File: src/rtl/wb_camara_pkg.sv
// Shared definitions for the wb_camara capture block: register word
// offsets, capture FSM states and the pixel format conversion.
package wb_camara_pkg;

  // Word index of each register (byte address bits [3:2]).
  localparam logic [1:0] REG_STATUS  = 2'd0;
  localparam logic [1:0] REG_CTRL    = 2'd1;
  localparam logic [1:0] REG_PIXCNT  = 2'd2;
  localparam logic [1:0] REG_LINECNT = 2'd3;

  typedef enum logic [1:0] {
    IDLE,
    WAIT_VS,
    CAPTURE,
    DONE
  } cam_state_t;

  // RGB565 arrives as two bytes, high byte first:
  //   hi = R[4:0] G[5:3], lo = G[2:0] B[4:0]
  // RGB332 keeps R[4:2], G[5:3], B[4:3].
  function automatic logic [7:0] rgb565_to_rgb332(input logic [7:0] hi,
                                                  input logic [7:0] lo);
    logic unused_low_bits;
    unused_low_bits = ^{hi[4:3], lo[7:5], lo[2:0]};
    return {hi[7:5], hi[2:0], lo[4:3]};
  endfunction

endpackage

File: src/rtl/wb_camara_if.sv
// Classic Wishbone slave bus bundle for the camera controller.
interface wb_camara_if;

  logic [31:0] wb_adr_i;
  logic [31:0] wb_dat_i;
  logic        wb_we_i;
  logic        wb_cyc_i;
  logic        wb_stb_i;
  logic        wb_sel_i;
  logic [31:0] wb_dat_o;
  logic        wb_ack_o;

  modport master (
    output wb_adr_i, wb_dat_i, wb_we_i, wb_cyc_i, wb_stb_i, wb_sel_i,
    input  wb_dat_o, wb_ack_o
  );

  modport slave (
    input  wb_adr_i, wb_dat_i, wb_we_i, wb_cyc_i, wb_stb_i, wb_sel_i,
    output wb_dat_o, wb_ack_o
  );

endinterface

File: src/rtl/wb_camara_cam_sync.sv
// Camera port conditioning: 2-flop synchronizers for pclk/href/vsync,
// edge detection in the clk domain, and a data pipeline kept in step
// with the synchronized pclk so the byte is stable when the edge fires.
module cam_sync (
  input  logic       clk,
  input  logic       rst,
  input  logic       pclk,
  input  logic       href,
  input  logic       vsync,
  input  logic [7:0] cam_data,
  output logic       pclk_rise,
  output logic       href_s,
  output logic       href_fall,
  output logic       vsync_rise,
  output logic       vsync_fall,
  output logic [7:0] data_s
);

  logic       pclk_m, pclk_s, pclk_d;
  logic       href_m, href_d;
  logic       vsync_m, vsync_s, vsync_d;
  logic [7:0] data_m;

  // First synchronizer stage; cam_data is captured alongside pclk so
  // both travel through the same number of registers.
  always_ff @(posedge clk or negedge rst) begin
    if (!rst) begin
      pclk_m  <= 1'b0;
      href_m  <= 1'b0;
      vsync_m <= 1'b0;
      data_m  <= '0;
    end else begin
      pclk_m  <= pclk;
      href_m  <= href;
      vsync_m <= vsync;
      data_m  <= cam_data;
    end
  end

  // Second synchronizer stage plus one-cycle history for edge detection.
  always_ff @(posedge clk or negedge rst) begin
    if (!rst) begin
      pclk_s  <= 1'b0;
      pclk_d  <= 1'b0;
      href_s  <= 1'b0;
      href_d  <= 1'b0;
      vsync_s <= 1'b0;
      vsync_d <= 1'b0;
      data_s  <= '0;
    end else begin
      pclk_s  <= pclk_m;
      pclk_d  <= pclk_s;
      href_s  <= href_m;
      href_d  <= href_s;
      vsync_s <= vsync_m;
      vsync_d <= vsync_s;
      data_s  <= data_m;
    end
  end

  assign pclk_rise  = pclk_s & ~pclk_d;
  assign href_fall  = ~href_s & href_d;
  assign vsync_rise = vsync_s & ~vsync_d;
  assign vsync_fall = ~vsync_s & vsync_d;

endmodule

File: src/rtl/wb_camara_ctrl.sv
// Wishbone-controlled single-frame camera capture. Assembles RGB565
// byte pairs into RGB332 pixels and writes them to a frame buffer.
module wb_camara_ctrl
  import wb_camara_pkg::*;
#(
  parameter int AW         = 15,
  parameter int MAX_PIXELS = 19200
) (
  input  logic          clk,
  input  logic          rst,
  input  logic          pclk,
  input  logic          href,
  input  logic          vsync,
  input  logic [7:0]    cam_data,
  wb_camara_if.slave    wb,
  output logic [AW-1:0] mem_addr,
  output logic [7:0]    mem_data,
  output logic          mem_we,
  output logic          done_o
);

  localparam int             PW      = $clog2(MAX_PIXELS + 1);
  localparam logic [PW-1:0]  PIX_MAX = PW'(MAX_PIXELS);

  logic          pclk_rise, href_s, href_fall, vsync_rise, vsync_fall;
  logic [7:0]    data_s;

  cam_state_t    state, state_nxt;
  logic          phase;
  logic [7:0]    byte_hi;
  logic [PW-1:0] pixcnt;
  logic [15:0]   linecnt;

  logic          wb_req, start_wr, start_acc, enter_done;
  logic          busy, pix_limit, pix_evt, pix_wr;
  logic [31:0]   rd_data;
  logic          unused_bus_bits;

  cam_sync u_sync (
    .clk        (clk),
    .rst        (rst),
    .pclk       (pclk),
    .href       (href),
    .vsync      (vsync),
    .cam_data   (cam_data),
    .pclk_rise  (pclk_rise),
    .href_s     (href_s),
    .href_fall  (href_fall),
    .vsync_rise (vsync_rise),
    .vsync_fall (vsync_fall),
    .data_s     (data_s)
  );

  // A request is serviced on the edge that raises ack; a held strobe
  // is therefore serviced every other cycle.
  assign wb_req   = wb.wb_cyc_i & wb.wb_stb_i & ~wb.wb_ack_o;
  assign start_wr = wb_req & wb.wb_we_i & wb.wb_sel_i &
                    (wb.wb_adr_i[3:2] == REG_CTRL) & wb.wb_dat_i[0];

  assign busy      = (state == WAIT_VS) || (state == CAPTURE);
  assign pix_limit = (pixcnt == PIX_MAX);
  assign pix_evt   = pclk_rise & href_s & phase;
  assign pix_wr    = (state == CAPTURE) & pix_evt & ~pix_limit;

  assign unused_bus_bits = ^{wb.wb_adr_i[31:4], wb.wb_adr_i[1:0],
                             wb.wb_dat_i[31:1]};

  // Register read multiplexer.
  always_comb begin
    rd_data = '0;
    case (wb.wb_adr_i[3:2])
      REG_STATUS:  rd_data = {30'd0, done_o, busy};
      REG_CTRL:    rd_data = '0;
      REG_PIXCNT:  rd_data = 32'(pixcnt);
      REG_LINECNT: rd_data = 32'(linecnt);
      default:     rd_data = '0;
    endcase
  end

  // Wishbone acknowledge and read-data register.
  always_ff @(posedge clk or negedge rst) begin
    if (!rst) begin
      wb.wb_ack_o <= 1'b0;
      wb.wb_dat_o <= '0;
    end else begin
      wb.wb_ack_o <= wb_req;
      if (wb_req) begin
        wb.wb_dat_o <= rd_data;
      end
    end
  end

  // Capture FSM state register.
  always_ff @(posedge clk or negedge rst) begin
    if (!rst) begin
      state <= IDLE;
    end else begin
      state <= state_nxt;
    end
  end

  // Capture FSM next-state logic. Start is only honoured in IDLE/DONE,
  // so a start arriving while CAPTURE is finishing is simply dropped.
  always_comb begin
    state_nxt  = state;
    start_acc  = 1'b0;
    enter_done = 1'b0;
    case (state)
      IDLE, DONE: begin
        if (start_wr) begin
          state_nxt = WAIT_VS;
          start_acc = 1'b1;
        end
      end
      WAIT_VS: begin
        if (vsync_fall) begin
          state_nxt = CAPTURE;
        end
      end
      CAPTURE: begin
        if (vsync_rise || pix_limit) begin
          state_nxt  = DONE;
          enter_done = 1'b1;
        end
      end
      default: state_nxt = IDLE;
    endcase
  end

  // Byte pairing: phase restarts at every line, first byte is held.
  always_ff @(posedge clk or negedge rst) begin
    if (!rst) begin
      phase   <= 1'b0;
      byte_hi <= '0;
    end else if (!href_s) begin
      phase <= 1'b0;
    end else if (pclk_rise) begin
      phase <= ~phase;
      if (!phase) begin
        byte_hi <= data_s;
      end
    end
  end

  // Frame-buffer write port; address is the pixel count before increment.
  always_ff @(posedge clk or negedge rst) begin
    if (!rst) begin
      mem_we   <= 1'b0;
      mem_addr <= '0;
      mem_data <= '0;
    end else begin
      mem_we <= pix_wr;
      if (pix_wr) begin
        mem_addr <= AW'(pixcnt);
        mem_data <= rgb565_to_rgb332(byte_hi, data_s);
      end
    end
  end

  // Pixel and line counters, cleared by an accepted start.
  always_ff @(posedge clk or negedge rst) begin
    if (!rst) begin
      pixcnt  <= '0;
      linecnt <= '0;
    end else if (start_acc) begin
      pixcnt  <= '0;
      linecnt <= '0;
    end else begin
      if (pix_wr) begin
        pixcnt <= pixcnt + PW'(1);
      end
      if ((state == CAPTURE) && href_fall) begin
        linecnt <= linecnt + 16'd1;
      end
    end
  end

  // Done flag: set on frame completion, cleared by the next start.
  always_ff @(posedge clk or negedge rst) begin
    if (!rst) begin
      done_o <= 1'b0;
    end else if (start_acc) begin
      done_o <= 1'b0;
    end else if (enter_done) begin
      done_o <= 1'b1;
    end
  end

endmodule

File: src/flat_wrapper.sv
// flat-port wrapper written by rule: the top's interface ports become plain ports
module wb_camara_ctrl_flat import wb_camara_pkg::*;
#(
  parameter int AW         = 15,
  parameter int MAX_PIXELS = 19200
)
  (clk, rst, pclk, href, vsync, cam_data, mem_addr, mem_data, mem_we, done_o, wb_wb_adr_i, wb_wb_dat_i, wb_wb_we_i, wb_wb_cyc_i, wb_wb_stb_i, wb_wb_sel_i, wb_wb_dat_o, wb_wb_ack_o);
  wb_camara_if wb_i ();
  input  logic clk;
  input  logic rst;
  input  logic pclk;
  input  logic href;
  input  logic vsync;
  input  logic [7:0] cam_data;
  output logic [AW-1:0] mem_addr;
  output logic [7:0] mem_data;
  output logic mem_we;
  output logic done_o;
  input wire logic [$bits(wb_i.wb_adr_i)-1:0] wb_wb_adr_i;
  input wire logic [$bits(wb_i.wb_dat_i)-1:0] wb_wb_dat_i;
  input wire logic [$bits(wb_i.wb_we_i)-1:0] wb_wb_we_i;
  input wire logic [$bits(wb_i.wb_cyc_i)-1:0] wb_wb_cyc_i;
  input wire logic [$bits(wb_i.wb_stb_i)-1:0] wb_wb_stb_i;
  input wire logic [$bits(wb_i.wb_sel_i)-1:0] wb_wb_sel_i;
  output wire logic [$bits(wb_i.wb_dat_o)-1:0] wb_wb_dat_o;
  output wire logic [$bits(wb_i.wb_ack_o)-1:0] wb_wb_ack_o;
  assign wb_i.wb_adr_i = wb_wb_adr_i;
  assign wb_i.wb_dat_i = wb_wb_dat_i;
  assign wb_i.wb_we_i = wb_wb_we_i;
  assign wb_i.wb_cyc_i = wb_wb_cyc_i;
  assign wb_i.wb_stb_i = wb_wb_stb_i;
  assign wb_i.wb_sel_i = wb_wb_sel_i;
  assign wb_wb_dat_o = wb_i.wb_dat_o;
  assign wb_wb_ack_o = wb_i.wb_ack_o;
  wb_camara_ctrl #(.AW(AW), .MAX_PIXELS(MAX_PIXELS)) u_core (.clk(clk), .rst(rst), .pclk(pclk), .href(href), .vsync(vsync), .cam_data(cam_data), .wb(wb_i), .mem_addr(mem_addr), .mem_data(mem_data), .mem_we(mem_we), .done_o(done_o));
endmodule
File: config.mk
export PLATFORM = sky130hd
export DESIGN_NAME = wb_camara_ctrl_flat
export DESIGN_NICKNAME = d
export VERILOG_FILES = /design/src/rtl/wb_camara_pkg.sv /design/src/rtl/wb_camara_if.sv /design/src/rtl/wb_camara_cam_sync.sv /design/src/rtl/wb_camara_ctrl.sv /design/src/flat_wrapper.sv
export SDC_FILE = /design/constraint.sdc
export NUM_CORES = 1
export LEC_CHECK = 0
export CAP_MARGIN = 20
export CORE_UTILIZATION = 40
export CTS_CLUSTER_DIAMETER = 50
export DETAILED_ROUTE_END_ITERATION = 6
export GPL_ROUTABILITY_DRIVEN = 1
export PLACE_DENSITY = 0.67
export SLEW_MARGIN = 25
export SYNTH_ARGS = -nofsm -noshare
export SYNTH_HDL_FRONTEND = slang
export SYNTH_HIERARCHICAL = 1
export SYNTH_SLANG_ARGS = --single-unit
export TNS_END_PERCENT = 20
File: constraint.sdc
create_clock -name clk -period 3.37 [get_ports clk]
set_clock_uncertainty 0.05 [all_clocks]
set_input_delay 0.674 -clock clk [delete_from_list [all_inputs] [get_ports clk]]
set_output_delay 0.674 -clock clk [all_outputs]
set_load 0.02 [all_outputs]
==> flow_summary.ini <==
[setup_path]
crit_fanout = 24
worst_ep_arrival_time_ns = 2.55
critPathCaptureType = register
worst_ep_required_time_ns = 3.54
crit_type = reg -> reg
start_kind = register

[global_route]
grt_usage = 0.1599
grt-ovfl-total = 0
antenna_found_initial = 0
grt_pass1_wl_microns = 15680
grt_max_degree = 59
grt_pass1_vias = 3120

[detailed_routing]
drc_errors = 0
dr.pass1.iters = 4
via_per_inst = 5.204
wl_microns = 9199
vias = 3138
ant_nets = 0
drtIter0Drc = 108
routedWlPerCell_microns = 15.26

[floorplanning]
core-area_sq_um = 11470
io_pins = 139
die_h_microns = 110.5
rows = 39
die-width_microns = 110.5
fp.dieArea_sq_um = 12210
start_util = 0.4107

[logic_synthesis]
synthAdderAreaFrac = 0.01328
async_flop_share = 1.000
synthTopCellsByCount = dfrtp_1, nor2_1, o21ai_0, buf_4, mux2_1
syn_area_sq_um = 4710
synth_top_area_share = 0.5685
syn_avg_cell_area_sq_um = 11.83
yosysWarnings = 6
synth_cells = 398
yosysMostFrequentCell = dfrtp_1
ys_seq_elements = 107
synth.area.top_cells = dfrtp_1, mux2_1, mux2_2, mux2i_1, buf_4
yosys.area_share.simple = 0.1504
ys.flop_type = dfrtp_1
synth_compound_area_frac = 0.07678
synth_top_area_cell = dfrtp_1
ys_seq_area_frac = 0.5685
synth_edf_count = 0
synth_top_family_by_area = simple AND/OR/NAND/NOR gates
synth_xor_area_frac = 0.02604
yosys-mux-area-fraction = 0.1039
synth_cell_types = 48

[power_and_ir_drop]
power.density_nw_per_um2 = 661.6
total_power_mw = 3.753
ir_drop_mv = 0.2867
p_leak_nw = 2.518

[clocking]
cts.repair.resized = 0
cts_htree_levels = 3
cts_buffers = 9
clockBufferDepth = 2
ctsHoldBuffers = 0
cts_tree = done
cts-root-buf = clkbuf_16
path_clk_slew_ns = 0.07
clock_latency_ns = 0.34
cts_sinks = 107
post_cts_buffers = 0

[cells_and_area]
fin_nets = 541
n_fill_cell = 1025
multiInputGateArea_sq_um = 1804
area_growth_syn_to_layout_pct = 20.46
seqCellArea_sq_um = 2678
drive_above_1_share = 0.09783
diodes = 0

[run]
maxCapViolCount = 0

[sta]
fin_crit_ns = 2.376
tns_ns = 0
grt_setup_unrepaired = no
fmax_mhz = 420.9
worstMarginPinSlew_ns = 0.7525
maxSlewHeadroom = 0.4983
hold_viol_final = 0
setup_viol = 0
maxSlewViolCount = 0
period_share = 0.7050

[placement]
place.gp.congestion = 0.7911
io_buffers = 61
hpwl_microns = 6296

[worst_hold_path]
worst_hold_path_type = reg -> reg

[outcome]
status = finished, final reports clean
per-layer routing:
metal	routed length, microns	global-route usage	share of wire
met1	4176	0.2106	0.45
met2	4480	0.2555	0.49
met3	444	0.04391	0.048
met4	98	0.05244	0.011
met5	0	0	0
area by class of cell:
| type | count | share of cell area |
|---|---|---|
| Sequential cell | 107 | 0.4720 |
| Multi-Input combinational cell | 259 | 0.3180 |
| Timing Repair Buffer | 66 | 0.1160 |
| Clock buffer | 9 | 0.03970 |
| Tap cell | 143 | 0.03154 |
| Clock inverter | 7 | 0.01478 |
| Inverter | 12 | 0.007940 |
registers in the layout, indices dropped and copies added, names as in the netlist:
signal / flops
u_core/linecnt: 16
u_core/wb.wb_dat_o: 16
u_core/mem_addr: 15
u_core/pixcnt: 15
u_core/mem_data: 8
u_core/u_sync/data_m: 8
u_core/u_sync/data_s: 8
u_core/byte_hi: 6
u_core/state: 2
u_core/done_o: 1
u_core/mem_we: 1
u_core/phase: 1
u_core/u_sync/href_d: 1
u_core/u_sync/href_m: 1
u_core/u_sync/href_s: 1
u_core/u_sync/pclk_d: 1
u_core/u_sync/pclk_m: 1
u_core/u_sync/pclk_s: 1
u_core/u_sync/vsync_d: 1
u_core/u_sync/vsync_m: 1
u_core/u_sync/vsync_s: 1
u_core/wb.wb_ack_o: 1
where the power goes:
group / switching, mW / internal [mW]
clock network: 0.476 / 0.588
registers: 0.277 / 1.53
logic: 0.457 / 0.428
worst max-delay path: stages, from the launching register on:
cell,delay [ns]
dfrtp_1,0.38
inv_1,0.09
ha_1,0.40
and4_1,0.44
nand2_2,0.44
mux2_1,0.46
layout by cell type, fill, tap and decap left out, drive strengths merged, types with 4 or more instances in the layout:
cell / Yosys / routed
ha: 5 / 5
dfrtp: 107 / 107
xor2: 9 / 9
o21ai: 23 / 23
mux2i: 14 / 14
and3: 5 / 5
nand4: 11 / 11
conb: 1 / 16
clkdlybuf4s50: 0 / 60
a22o: 13 / 13
inv: 12 / 14
nand2: 14 / 14
or3: 8 / 8
and4: 7 / 7
clkbuf: 5 / 9
nor3: 4 / 4
buf: 30 / 6
nor2: 34 / 34
nor2b: 9 / 9
mux2: 31 / 31
nand3: 14 / 14
a21oi: 14 / 14
xnor2: 5 / 5
cell families after synthesis:
logic type,Yosys count
flops,107
fa+ha+maj,5
xor+xnor,14
buf+inv,47
simple gates,121
other cells,1
compound gates,58
mux,45
per-stage QoR:
step,utilization,cells,area (sq um),hold slack (ns),setup slack [ns]
finish,0.4947,603,5673,0.3004,0.9942
global route,0.4947,603,5673,0.3079,0.8157
CTS,0.4947,603,5673,0.3018,0.9809
detailed placement,0.4678,587,5364,0.2847,0.8162
global placement,0.4678,587,5364,0.2830,0.8226
floorplan,-,413,4766,0.2812,1.413
worst paths after layout:
kind / start / endpoint / slack [ns] / depth (start not counted)
worst max-delay path: u_core/state[0] / u_core/mem_addr[11] / 0.99 / 5
worst min-delay path: u_core/u_sync/pclk_m / u_core/u_sync/pclk_s / 0.30 / 0
worst max register to register: u_core/state[0] / u_core/mem_addr[11] / 0.99 / 5
worst min register to register: u_core/u_sync/pclk_m / u_core/u_sync/pclk_s / 0.30 / 0
max in group asynchronous: rst / u_core/mem_addr[5] / 2.21 / 2
min in group asynchronous: rst / u_core/wb.wb_dat_o[2] / 0.35 / 1
Note: power is estimated with default switching activity, not from simulation.
